`src/rtl/ddr2_dist_fifo_pkg.sv`:
```
// Shared constants for the DDR2 distributed-RAM data buffers: default memory
// width, FIFO geometry and flag thresholds, plus a constant log2 helper.
package ddr2_dist_fifo_pkg;

  localparam int MEMORY_WIDTH      = 64;
  localparam int FIFO_ADDR_WIDTH   = 4;
  localparam int FIFO_DEPTH        = 1 << FIFO_ADDR_WIDTH;
  localparam int FIFO_AFULL_LEVEL  = 12;
  localparam int FIFO_AEMPTY_LEVEL = 2;

  // Ceiling log2 for sizing address buses from a depth.
  function automatic int clog2(input int value);
    int r;
    r = 0;
    for (int i = 0; i < 31; i++) begin
      if ((1 << i) < value) r = i + 1;
    end
    return r;
  endfunction

endpackage

```
`src/rtl/ddr2_dist_ram.sv`:
```
// Distributed (LUT) RAM: synchronous write port, asynchronous read port.
// Contents are deliberately not reset so the array maps onto LUT RAM.
module ddr2_dist_ram
  import ddr2_dist_fifo_pkg::*;
#(
  parameter int DATA_WIDTH = MEMORY_WIDTH,
  parameter int ADDR_WIDTH = FIFO_ADDR_WIDTH
) (
  input  logic                  clk0,
  input  logic                  we,
  input  logic [ADDR_WIDTH-1:0] waddr,
  input  logic [DATA_WIDTH-1:0] d,
  input  logic [ADDR_WIDTH-1:0] raddr,
  output logic [DATA_WIDTH-1:0] dpo
);

  logic [DATA_WIDTH-1:0] mem [1 << ADDR_WIDTH];

  // Write port: store d at waddr on the rising edge when enabled.
  always_ff @(posedge clk0) begin
    if (we) mem[waddr] <= d;
  end

  assign dpo = mem[raddr];

endmodule

```
`src/rtl/ddr2_dist_fifo.sv`:
```
// Single-clock FIFO over distributed RAM. Pointers carry an extra wrap bit so
// full and empty are distinguishable; flags and count are registered from the
// post-access pointer values. FWFT selects combinational head-of-queue output
// or a registered read with one cycle of latency.
module ddr2_dist_fifo
  import ddr2_dist_fifo_pkg::*;
#(
  parameter int DATA_WIDTH   = MEMORY_WIDTH,
  parameter int ADDR_WIDTH   = FIFO_ADDR_WIDTH,
  parameter int AFULL_LEVEL  = FIFO_AFULL_LEVEL,
  parameter int AEMPTY_LEVEL = FIFO_AEMPTY_LEVEL,
  parameter int FWFT         = 1
) (
  input  logic                  clk0,
  input  logic                  rst0_n,
  input  logic                  wr_en,
  input  logic [DATA_WIDTH-1:0] din,
  input  logic                  rd_en,
  output logic [DATA_WIDTH-1:0] dout,
  output logic                  dout_valid,
  output logic                  full,
  output logic                  empty,
  output logic                  almost_full,
  output logic                  almost_empty,
  output logic [ADDR_WIDTH:0]   count,
  output logic                  wr_ovf,
  output logic                  rd_unf
);

  localparam logic [ADDR_WIDTH:0] AFULL_CNT  = (ADDR_WIDTH + 1)'(AFULL_LEVEL);
  localparam logic [ADDR_WIDTH:0] AEMPTY_CNT = (ADDR_WIDTH + 1)'(AEMPTY_LEVEL);

  logic [ADDR_WIDTH:0]   wr_ptr, rd_ptr;
  logic [ADDR_WIDTH:0]   wr_ptr_nxt, rd_ptr_nxt, count_nxt, ptr_diff;
  logic                  wr_acc, rd_acc;
  logic                  full_nxt, empty_nxt;
  logic                  full_q, empty_q, afull_q, aempty_q, ovf_q, unf_q;
  logic [ADDR_WIDTH:0]   count_q;
  logic [DATA_WIDTH-1:0] ram_q;

  // ---- stage p0: accept decisions from start-of-cycle flags ----

  // Accept logic and next pointer/flag values after this cycle's accesses.
  always_comb begin
    wr_acc     = wr_en && !full_q;
    rd_acc     = rd_en && !empty_q;
    wr_ptr_nxt = wr_ptr + {{ADDR_WIDTH{1'b0}}, wr_acc};
    rd_ptr_nxt = rd_ptr + {{ADDR_WIDTH{1'b0}}, rd_acc};
    count_nxt  = wr_ptr_nxt - rd_ptr_nxt;
    empty_nxt  = (wr_ptr_nxt == rd_ptr_nxt);
    full_nxt   = (wr_ptr_nxt[ADDR_WIDTH] != rd_ptr_nxt[ADDR_WIDTH]) &&
                 (wr_ptr_nxt[ADDR_WIDTH-1:0] == rd_ptr_nxt[ADDR_WIDTH-1:0]);
  end

  ddr2_dist_ram #(
    .DATA_WIDTH (DATA_WIDTH),
    .ADDR_WIDTH (ADDR_WIDTH)
  ) u_ram (
    .clk0  (clk0),
    .we    (wr_acc),
    .waddr (wr_ptr[ADDR_WIDTH-1:0]),
    .d     (din),
    .raddr (rd_ptr[ADDR_WIDTH-1:0]),
    .dpo   (ram_q)
  );

  // ---- stage p1: registered pointers, flags, count and error pulses ----

  // Pointer and status registers; reset empties the FIFO immediately.
  always_ff @(posedge clk0 or negedge rst0_n) begin
    if (!rst0_n) begin
      wr_ptr   <= '0;
      rd_ptr   <= '0;
      count_q  <= '0;
      full_q   <= 1'b0;
      empty_q  <= 1'b1;
      afull_q  <= 1'b0;
      aempty_q <= 1'b1;
      ovf_q    <= 1'b0;
      unf_q    <= 1'b0;
    end else begin
      wr_ptr   <= wr_ptr_nxt;
      rd_ptr   <= rd_ptr_nxt;
      count_q  <= count_nxt;
      full_q   <= full_nxt;
      empty_q  <= empty_nxt;
      afull_q  <= (count_nxt >= AFULL_CNT);
      aempty_q <= (count_nxt <= AEMPTY_CNT);
      ovf_q    <= wr_en && full_q;
      unf_q    <= rd_en && empty_q;
    end
  end

  generate
    if (FWFT != 0) begin : g_fwft
      assign dout       = ram_q;
      assign dout_valid = !empty_q;
    end else begin : g_reg
      logic [DATA_WIDTH-1:0] dout_p1;
      logic                  vld_p1;

      // Registered read: capture the head word on an accepted pop, else hold.
      always_ff @(posedge clk0 or negedge rst0_n) begin
        if (!rst0_n) begin
          dout_p1 <= '0;
          vld_p1  <= 1'b0;
        end else begin
          vld_p1 <= rd_acc;
          if (rd_acc) dout_p1 <= ram_q;
        end
      end

      assign dout       = dout_p1;
      assign dout_valid = vld_p1;
    end
  endgenerate

  assign full         = full_q;
  assign empty        = empty_q;
  assign almost_full  = afull_q;
  assign almost_empty = aempty_q;
  assign count        = count_q;
  assign wr_ovf       = ovf_q;
  assign rd_unf       = unf_q;

  assign ptr_diff = wr_ptr - rd_ptr;

  a_count_matches_ptrs: assert property (@(posedge clk0) disable iff (!rst0_n)
    count_q == ptr_diff);
  a_not_full_and_empty: assert property (@(posedge clk0) disable iff (!rst0_n)
    !(full_q && empty_q));

endmodule
```
`config.mk`:
```
export PLATFORM = sky130hd
export DESIGN_NAME = ddr2_dist_fifo
export DESIGN_NICKNAME = d
export VERILOG_FILES = /design/src/rtl/ddr2_dist_fifo_pkg.sv /design/src/rtl/ddr2_dist_ram.sv /design/src/rtl/ddr2_dist_fifo.sv
export SDC_FILE = /design/constraint.sdc
export NUM_CORES = 1
export LEC_CHECK = 0
export BUFFER_PORTS_ARGS = -buffer_cell sky130_fd_sc_hd__buf_4
export CORE_ASPECT_RATIO = 1.25
export CORE_UTILIZATION = 25
export DETAILED_ROUTE_END_ITERATION = 12
export PLACE_DENSITY = 0.49
export SLEW_MARGIN = 15
export SYNTH_ARGS = -nofsm -noshare
export SYNTH_HDL_FRONTEND = slang
export SYNTH_SLANG_ARGS = --single-unit
```
`constraint.sdc`:
```
create_clock -name clk0 -period 5.52 [get_ports clk0]
set_input_delay 0 -clock clk0 [delete_from_list [all_inputs] [get_ports clk0]]
set_output_delay 0 -clock clk0 [all_outputs]
set_load 0.005 [all_outputs]
```
==> impl_metrics.py, run 1 <==
metrics = {
    "synthesis": {
        "synth_edf_count": 1024,
        "ys_types": 36,
        "synth_cells": 1530,
        "yosysSeqAreaShare_pct": 79.5,
        "ys_warn_count": 0,
        "syn-cell-area_sq_mm": 0.0394,
        "syn_avg_cell_area_sq_um": 25.7,
        "syn_nets": 1601,
        "synth_seq_cells": 1045,
        "async_reset_ff_share_pct": 2.01,
        "synth_ff_type": "edfxtp_1",
    },
    "drt": {
        "drt_first_pass_iters": 5,
        "vias": 17200,
        "drtIter0Drc": 1070,
        "detail-route-antenna-nets": 0,
        "routed_wl_um": 97200,
        "routedWlPerCell_um": 24.7,
        "drc_errors": 0,
        "vias_per_cell": 4.38,
    },
    "cts": {
        "clockBufferDepth": 3,
        "cts_tree": "yes",
        "path_clk_slew_ns": 0.06,
        "cts_sinks": 1045,
        "cts_made_buffers": 104,
        "cts_root_buf": "clkbuf_16",
        "cts_setup_buffers": 0,
        "cts_resized": 0,
        "htreeDepth": 3,
        "insertion_delay_ns": 0.71,
    },
    "pwr": {
        "power.leakage_nw": 14.5,
        "power_density_mw_per_mm2": 513,
        "peakVddDrop_mv": 0.398,
    },
    "floorplanning": {
        "die_w_um": 357,
        "core_area_sq_mm": 0.156,
        "ioPinCount": 144,
        "die_y_um": 446,
        "die-area_sq_mm": 0.159,
        "start_util_pct": 25.2,
        "rows": 162,
    },
    "placement": {
        "io_buffers": 143,
        "gp_congestion": 0.685,
        "hpwl_um": 48700,
    },
    "run_status": {
        "status": "complete, no violations",
    },
    "sta": {
        "skew_ns": 0.0309,
        "final_max_slew_viol_count": 0,
        "max_freq_mhz": 264,
        "slew_headroom_pct": 29.8,
        "worstMarginPinSlew_ns": 1.05,
        "tns_ns": 0,
        "hold_viol_final": 0,
        "timing.hold.ws_ns": 0.0894,
        "finalCriticalPeriod_ns": 3.78,
        "setup_viol": 0,
        "rsz0062_at_grt": "no",
        "min_period_over_period_pct": 68.6,
    },
    "cells_and_area": {
        "fin_nets": 1874,
        "final_layout_size_suffix_gt1_share_pct": 35.3,
        "final_common_cell": "edfxtp_1",
        "area_growth_syn_to_layout_pct": 20.0,
        "final_cell_mix": "1024 x edfxtp_1, 320 x mux4_2, 155 x buf_4",
    },
    "worst_setup_path": {
        "cp_num_buf_inv": 2,
        "cp.required_ns": 5.52,
        "crit_arrival_ns": 3.78,
        "worst-path-max-fanout": 104,
        "cp_common_cell": "mux4_2",
        "worstSetupPathType": "reg2out",
        "end_kind": "primary output",
        "path_delay_family": "multiplexers",
        "max_stage_delay_ns": 0.87,
        "cp_cell_sequence": "buf_12, mux4_2, mux4_2, buf_4",
        "cp-start-kind": "flip-flop",
        "slowest_stage": "dfrtp_4",
    },
    "grt": {
        "grt_pass1_wl_um": 140000,
        "track_usage_pct": 12.3,
        "grt_overflow": 0,
        "grt_max_degree": 134,
        "first_global_vias": 19200,
        "antenna_found_initial": 15,
    },
    "run": {
        "cap_violations": 0,
    },
    "worst_hold_path": {
        "min_path_type": "in2reg",
    },
}
sequential cells by signal, summed over array words and instances, names as in the netlist:
name / cells
almost_empty: 1
almost_full: 1
count: 5
empty: 1
full: 1
rd_ptr: 5
rd_unf: 1
u_ram.mem: 1024
wr_ovf: 1
wr_ptr: 5
power breakdown:
group	internal [mW]	switching [mW]	total, mW
clock	3.81	3.02	6.83
sequential	9.63	0.527	10.2
combinational	3.63	3.63	7.26
area by class of cell:
type / instances / area (sq um)
Antenna cell: 4 / 10.0
Timing Repair Buffer: 242 / 2220
Tap cell: 2050 / 2560
Clock buffer: 124 / 2720
Clock inverter: 58 / 544
Sequential cell: 1045 / 31300
Inverter: 11 / 41.3
Fill cell: 15000 / 109000
Multi-Input combinational cell: 399 / 7860
synthesized netlist by cell type (2+ instances only):
library cell	n	share of area, %
xor2_1	4	0.089
nor2_1	13	0.12
buf_2	31	0.39
ha_1	3	0.095
and2_1	4	0.064
a21oi_1	3	0.038
nand2_1	5	0.048
nand3_1	3	0.038
dfrtp_1	19	1.2
nand3b_1	3	0.057
nor3_1	6	0.076
mux4_2	320	18
clkbuf_1	31	0.30
inv_1	11	0.10
buf_1	12	0.11
xnor2_1	11	0.24
a211oi_1	2	0.038
nand2b_1	3	0.048
edfxtp_1	1024	78
o21ai_0	2	0.025
dfstp_2	2	0.13
nand4_1	3	0.048
nor4_1	2	0.032
worst register-to-register path, delay by kind of cell (launching register included):
kind / cells / cell delay, ns
XOR/XNOR: 3 / 1.06
flip-flops: 1 / 0.80
buffers and inverters: 1 / 0.67
AND/OR/NAND/NOR: 2 / 0.60
AO/OA/AOI/OAI: 1 / 0.08
per-layer routing:
layer  wire (um)  GRT usage (%)  up-vias
met5           8              0        -
met4        2240           4.00        2
met3        3640           1.88      127
met2       52800           22.6      358
met1       38600           14.6     9510
li1            -              -     7220
kinds of logic after synthesis:
group                      after synthesis  share of synthesized area (%)
AOI/OAI and AO/OA                       11                          0.175
buffers and inverters                   86                          0.928
adders and majority gates                3                         0.0954
muxes                                  320                           18.3
DFF                                   1045                           79.5
xor gates and xnor gates                15                          0.334
and+or+nand+nor                         50                          0.702
stage by stage:
| step | total power, mW | instance area [sq um] | setup WS (ns) | util, % | instances |
|---|---|---|---|---|---|
| 4_1_cts | 24.8 | 47200 | 1.55 | 30.3 | 3929 |
| 3_3_place_gp | 17.8 | 43300 | 2.23 | 27.7 | 3679 |
| 2_1_floorplan | 14.7 | 39400 | 1.13 | - | 1530 |
| 6_report | 24.2 | 47300 | 1.74 | 30.3 | 3933 |
| 5_1_grt | 25.4 | 47200 | 1.46 | 30.3 | 3931 |
| 3_5_place_dp | 17.9 | 43300 | 2.20 | 27.7 | 3679 |
what timing repair did:
item / 4_1_cts / 5_1_grt
setup endpoints to repair: 0 / 0
hold endpoints to repair: 1055 / 0
hold buffers: 68 / 0
path summary, 6_finish.rpt:
path	start	to	slack, ns	cells past startpoint
max in group asynchronous	rst0_n	rd_ptr[1]$_DFF_PN0_	4.23	3
hold / removal	wr_en	wr_ovf$_DFF_PN0_	0.09	3
setup / recovery	rd_ptr[0]$_DFF_PN0_	dout[40]	1.74	4
setup reg to reg	rd_ptr[1]$_DFF_PN0_	almost_empty$_DFF_PN1_	2.24	7
min in group asynchronous	rst0_n	count[3]$_DFF_PN0_	0.56	3
hold reg to reg	rd_ptr[4]$_DFF_PN0_	rd_ptr[4]$_DFF_PN0_	0.51	2
Power figures use the tool's default switching activity.
==> run 2: changes to the inputs <==
--- a/config.mk
+++ b/config.mk
@@ -5,6 +5,7 @@
 export SDC_FILE = /design/constraint.sdc
 export NUM_CORES = 1
 export LEC_CHECK = 0
+export ABC_AREA = 1
 export BUFFER_PORTS_ARGS = -buffer_cell sky130_fd_sc_hd__buf_4
 export CORE_ASPECT_RATIO = 1.25
 export CORE_UTILIZATION = 25
==> constraint.sdc (replaced) <==
create_clock -name clk0 -period 3.2 [get_ports clk0]
set_input_delay 0 -clock clk0 [delete_from_list [all_inputs] [get_ports clk0]]
set_output_delay 0 -clock clk0 [all_outputs]
set_load 0.005 [all_outputs]
==> impl_metrics.py, run 2 <==
metrics = {
    "run_status": {
        "status": "complete, no violations",
    },
    "synthesis": {
        "synthXorXnorAreaFrac_pct": 0.0619,
        "synthTopCellsByArea": "edfxtp_1 76%, o21ai_0 6.0%, nor2_1 4.9%",
        "syn_nets": 2938,
        "synth_cells": 2867,
        "synth_top_area_share_pct": 76.1,
        "yosysMostFrequentCell": "edfxtp_1",
        "synth_compound_gate_area_share_pct": 12.7,
        "yosysSeqAreaShare_pct": 77.4,
        "syn_avg_cell_area_sq_um": 14.1,
        "synth-simple-area-share_pct": 7.19,
        "synth_edf_count": 1024,
        "synth_seq_cells": 1045,
        "synthAdderAreaFrac_pct": 0.0929,
        "synth_top_family_by_area": "compound AO/OA/AOI/OAI gates",
        "synth_mux_area_share_pct": 0,
        "synth_ff_type": "edfxtp_1",
        "syn-cell-area_sq_mm": 0.0404,
        "ys_warn_count": 0,
        "synth_common_cells": "1024 x edfxtp_1, 532 x nor2_1, 484 x o21ai_0",
        "async_reset_ff_share_pct": 2.01,
        "ys_types": 29,
        "yosysTopAreaCell": "edfxtp_1",
    },
    "worst_setup_path": {
        "cp_cell_sequence": "clkinv_16, buf_12, o21ai_0, o22ai_1, o211ai_1, nand2_1, buf_4",
        "cp_num_buf_inv": 3,
        "cp.required_ns": 3.20,
        "path_delay_family": "buffers and inverters",
        "slowest_stage": "dfrtp_4",
        "crit_arrival_ns": 3.04,
        "end_kind": "primary output",
        "worstSetupPathType": "reg2out",
        "max_stage_delay_ns": 0.62,
        "cp-start-kind": "flip-flop",
        "worst-path-max-fanout": 95,
    },
    "placement": {
        "hpwl_um": 62100,
        "io_buffers": 143,
        "gp_congestion": 0.739,
        "pre_cts_ws_ns": 0.548,
        "dpl_cell_area_sq_mm": 0.0443,
    },
    "grt": {
        "track_usage_pct": 13.7,
        "grt_max_degree": 133,
        "antenna_found_initial": 7,
        "first_global_vias": 24400,
        "grt_overflow": 0,
        "grt_pass1_wl_um": 169000,
    },
    "cts": {
        "clockBufferDepth": 3,
        "cts_root_buf": "clkbuf_16",
        "htreeDepth": 3,
        "cts_made_buffers": 103,
        "cts_sinks": 1045,
        "insertion_delay_ns": 0.72,
        "path_clk_slew_ns": 0.06,
        "cts_tree": "yes",
    },
    "pwr": {
        "power.leakage_nw": 15.3,
        "peakVddDrop_mv": 0.683,
        "power_density_mw_per_mm2": 917,
    },
    "floorplanning": {
        "die_w_um": 362,
        "core_area_sq_mm": 0.160,
        "ioPinCount": 144,
        "die_y_um": 451,
        "rows": 164,
        "die-area_sq_mm": 0.163,
        "start_util_pct": 25.2,
    },
    "sta": {
        "setup_viol": 0,
        "hold_viol_final": 0,
        "skew_ns": 0.0286,
        "worstMarginPinSlew_ns": 0.732,
        "final_max_slew_viol_count": 0,
        "rsz0062_at_grt": "no",
        "max_freq_mhz": 329,
        "setup_ws_ns": 0.163,
        "finalCriticalPeriod_ns": 3.04,
        "min_period_over_period_pct": 94.9,
        "slew_headroom_pct": 51.2,
    },
    "drt": {
        "drt_first_pass_iters": 6,
        "routedWlPerCell_um": 22.0,
        "detail-route-antenna-nets": 0,
        "vias": 24900,
        "vias_per_cell": 4.78,
        "drtIter0Drc": 2062,
        "drc_errors": 0,
        "routed_wl_um": 115000,
    },
    "cells_and_area": {
        "final_layout_size_suffix_gt1_share_pct": 12.5,
        "largest_reg_flops": 1024,
        "regMostFlops": "u_ram.mem",
        "stdcell_area_sq_mm": 0.0483,
        "fin_nets": 3122,
        "final_cell_mix": "1024 x edfxtp_1, 521 x nor2_1, 484 x o21ai_0",
        "final_common_cell": "edfxtp_1",
        "area_growth_syn_to_layout_pct": 19.7,
    },
    "run": {
        "cap_violations": 0,
    },
    "worst_hold_path": {
        "min_path_type": "in2reg",
    },
}
==> run 2: cell count changes after synthesis, sizes merged, moves of 76 or more <==
cell    change
nor2      +520
o21ai     +512
mux4      -320
o221ai    +191
clkbuf    +122
nand2     +112
nand3      +76
==> run 2: worst reg2reg max path: stages, from the launching register on <==
cell,delay [ns]
dfrtp_1,0.39
nor2_1,0.31
inv_1,0.26
nor2_1,0.24
nand2_1,0.29
nor2_4,0.53
buf_12,0.29
==> run 2: area by class of cell <==
class | count | area, sq um
clock inverter | 55 | 507
fill | 16000 | 112000
timing repair buffer | 291 | 2820
multi-input combinational | 1576 | 8220
antenna | 3 | 7.51
clock buffer | 131 | 2730
tap | 2075 | 2600
inverter | 34 | 171
sequential | 1045 | 31300
==> run 2: kinds of logic after synthesis <==
| kind of cell | after synthesis |
|---|---|
| xor+xnor | 2 |
| buf+inv | 246 |
| fa+ha+maj | 3 |
| compound gates | 835 |
| simple gates | 736 |
| flops | 1045 |
==> run 2: final timing paths <==
check / startpoint / end / slack, ns / cells past startpoint
max: rd_ptr[0]$_DFF_PN0_ / dout[61] / 0.16 / 7
min: wr_en / wr_ovf$_DFF_PN0_ / 0.08 / 4
max reg2reg: full$_DFF_PN0_ / u_ram.mem[2][10]$_DFFE_PP_ / 0.55 / 6
min reg2reg: full$_DFF_PN0_ / wr_ovf$_DFF_PN0_ / 0.50 / 2
max in group asynchronous: rst0_n / empty$_DFF_PN1_ / 2.67 / 4
min in group asynchronous: rst0_n / wr_ovf$_DFF_PN0_ / 0.31 / 4
==> run 2: per-layer routing <==
layer	wire length, um	part of all wire, %	global-route usage, %	vias up
li1	-	-	-	11300
met1	51700	45	18.5	12900
met2	55600	49	22.9	563
met3	4780	4.2	1.90	139
met4	2460	2.1	3.96	4
met5	27	0.024	0	-
==> run 2: power by group <==
part,total [mW],switching [mW],leakage [nW],internal (mW)
clock,11.9,5.23,1.57,6.65
combinational,15.5,10.5,4.27,4.95
sequential,17.0,0.446,9.50,16.5
total,44.3,16.2,15.3,28.1
==> run 2: per-stage QoR <==
| step | power, mW | instances | util [%] | TNS (ns) | hold slack, ns |
|---|---|---|---|---|---|
| floorplan | 25.7 | 2867 | - | -736.38 | -0.296 |
| global placement | 33.0 | 4948 | 27.7 | 0 | -0.0810 |
| detailed placement | 33.0 | 4948 | 27.7 | 0 | -0.0712 |
| CTS | 45.0 | 5203 | 30.2 | 0 | 0.0503 |
| global route | 46.8 | 5209 | 30.2 | 0 | 0.0984 |
| finish | 44.3 | 5210 | 30.2 | 0 | 0.0815 |
==> run 2: what timing repair did <==
item | CTS | global route
endpoints found under the setup margin | 0 | 10
hold endpoints to repair | 1059 | 0
hold buffers | 69 | 0
resized for setup | 0 | 4
buffers inserted | 0 | 4
==> run 3: changes to the inputs <==
==> constraint.sdc (replaced) <==
create_clock -name clk0 -period 3.2 [get_ports clk0]
set_input_delay 0 -clock clk0 [delete_from_list [all_inputs] [get_ports clk0]]
set_output_delay 0 -clock clk0 [all_outputs]
set_load 0.05 [all_outputs]
==> impl_metrics.py, run 3 (synthesis gave the netlist of run 2 again) <==
metrics = {
    "worst_setup_path": {
        "max_stage_delay_ns": 0.72,
        "end_kind": "primary output",
        "r2r-start": "full$_DFF_PN0_",
        "crit_arrival_ns": 3.00,
        "slowest_stage": "dfrtp_4",
        "cp_cell_sequence": "buf_12, o21ai_0, o221ai_1, nand3_1, nand2_1, buf_4",
        "cp-start-kind": "flip-flop",
        "worst-path-max-fanout": 111,
        "worst_setup_path_startpoint": "rd_ptr[0]$_DFF_PN0_",
        "worstSetupPathType": "reg2out",
        "cp.required_ns": 3.20,
    },
    "floorplanning": {
        "die_y_um": 451,
        "core_area_sq_mm": 0.160,
        "die_w_um": 362,
        "die-area_sq_mm": 0.163,
        "ioPinCount": 144,
        "rows": 164,
        "start_util_pct": 25.2,
    },
    "sta": {
        "slew_headroom_pct": 46.3,
        "hold_viol_final": 0,
        "max_freq_mhz": 333,
        "worstMarginPinSlew_ns": 0.806,
        "final_max_slew_viol_count": 0,
        "finalCriticalPeriod_ns": 3.00,
        "setup_viol": 0,
        "rsz0062_at_grt": "no",
        "skew_ns": 0.0155,
        "min_period_over_period_pct": 93.8,
    },
    "cts": {
        "cts_root_buf": "clkbuf_16",
        "cts_sinks": 1045,
        "cts_tree": "yes",
        "clockBufferDepth": 3,
        "cts_made_buffers": 100,
        "htreeDepth": 3,
        "insertion_delay_ns": 0.69,
        "path_clk_slew_ns": 0.06,
    },
    "drt": {
        "routed_wl_um": 115000,
        "drt_first_pass_iters": 5,
        "vias": 24800,
        "drtIter0Drc": 1793,
        "drc_errors": 0,
        "detail-route-antenna-nets": 0,
        "vias_per_cell": 4.77,
        "routedWlPerCell_um": 22.0,
    },
    "pwr": {
        "power_density_mw_per_mm2": 983,
        "peakVddDrop_mv": 0.692,
        "switching_share_pct": 40.3,
        "combinationalPowerShare_pct": 39.0,
        "clkPwrFrac_pct": 25.3,
        "power_mw": 47.6,
        "p_switching_mw": 19.2,
        "seqPwrFrac_pct": 35.7,
        "power.leakage_nw": 15.4,
        "p_int_mw": 28.4,
    },
    "cells_and_area": {
        "final_layout_size_suffix_gt1_share_pct": 13.1,
        "final_common_cell": "edfxtp_1",
        "final_cell_mix": "1024 x edfxtp_1, 521 x nor2_1, 484 x o21ai_0",
        "fin_nets": 3116,
        "fin_util_pct": 30.2,
        "area_growth_syn_to_layout_pct": 19.8,
        "fillCellCount": 16000,
        "regMostFlops": "u_ram.mem",
        "largest_reg_flops": 1024,
    },
    "grt": {
        "antenna_found_initial": 12,
        "grt_pass1_wl_um": 168000,
        "grt_max_degree": 139,
        "track_usage_pct": 13.8,
        "grt_overflow": 0,
        "first_global_vias": 24300,
    },
    "placement": {
        "io_buffers": 143,
        "gp_congestion": 0.734,
        "hpwl_um": 56600,
    },
    "worst_hold_path": {
        "hp-start": "wr_en",
        "min_path_type": "in2reg",
    },
    "run": {
        "cap_violations": 0,
    },
    "run_status": {
        "status": "complete, no violations",
    },
}
==> run 3: cell count changes in the layout (fill, tap and decap cells not counted), sizes merged <==
cell      delta
clkinvlp     +4
bufinv       +5
diode        +1
clkbuf      -14
buf          -4
inv          +5
clkinv       -2
==> run 3: worst max-delay path: cells and delay by family, from the launching register on <==
kind / cells / cell delay, ns
simple gates: 2 / 0.40
compound gates: 2 / 0.40
flops: 1 / 0.72
buf+inv: 2 / 0.64
==> run 3: through the flow <==
stage / area (sq um) / cells / TNS, ns / hold slack [ns] / setup WS [ns]
after global placement: 44400 / 4948 / 0 / -0.0881 / 0.685
final: 48400 / 5205 / 0 / 0.110 / 0.199
after CTS: 48400 / 5200 / 0 / 0.0546 / 0.0735
after floorplan: 40500 / 2867 / -186.46 / -0.296 / -0.971
after detailed placement: 44400 / 4948 / 0 / -0.0770 / 0.626
after global routing: 48400 / 5205 / 0 / 0.130 / 0.0636
==> run 3: routing by layer <==
metal | share of wire, % | track usage (%)
met5 | 0.041 | 0
met3 | 5.1 | 2.03
met1 | 45 | 18.5
met2 | 48 | 22.8
met4 | 2.1 | 4.35
==> run 3: area by class of cell <==
cell class | count | area, sq um | area share [%]
clock buffers | 117 | 2610 | 5.39
inverters | 34 | 161 | 0.334
flip-flops and latches | 1045 | 31300 | 64.7
repair inverters | 1 | 8.76 | 0.0181
well taps | 2075 | 2600 | 5.36
repair buffers | 287 | 2810 | 5.81
multi-input cells | 1576 | 8220 | 17.0
clock inverters | 66 | 687 | 1.42
diodes | 4 | 10.0 | 0.0207
==> run 3: repair_timing <==
| item | in CTS | in global routing |
|---|---|---|
| resized for setup | 0 | 0 |
| hold buffers | 68 | 1 |
| endpoints found under the hold margin | 1060 | 19 |
| setup endpoints to repair | 1 | 0 |
| buffers inserted | 0 | 0 |
==> run 3: path summary, 6_finish.rpt <==
path / endpoint / slack (ns) / depth (start not counted)
setup / recovery: dout[29] / 0.20 / 6
hold / removal: wr_ovf$_DFF_PN0_ / 0.11 / 4
setup reg to reg: u_ram.mem[0][13]$_DFFE_PP_ / 0.59 / 6
hold reg to reg: rd_unf$_DFF_PN0_ / 0.52 / 2
max in group asynchronous: rd_ptr[0]$_DFF_PN0_ / 2.36 / 4
min in group asynchronous: wr_ovf$_DFF_PN0_ / 0.44 / 4
==> run 3: power groups by stage <==
stage | Combinational (mW) | Clock, mW | Sequential (mW)
2_1_floorplan | 11.7 | 0 | 17.3
3_3_place_gp | 18.8 | 0 | 17.2
3_5_place_dp | 18.8 | 0 | 17.2
4_1_cts | 19.0 | 12.4 | 17.0
5_1_grt | 20.3 | 12.8 | 17.1
6_report | 18.6 | 12.0 | 17.0
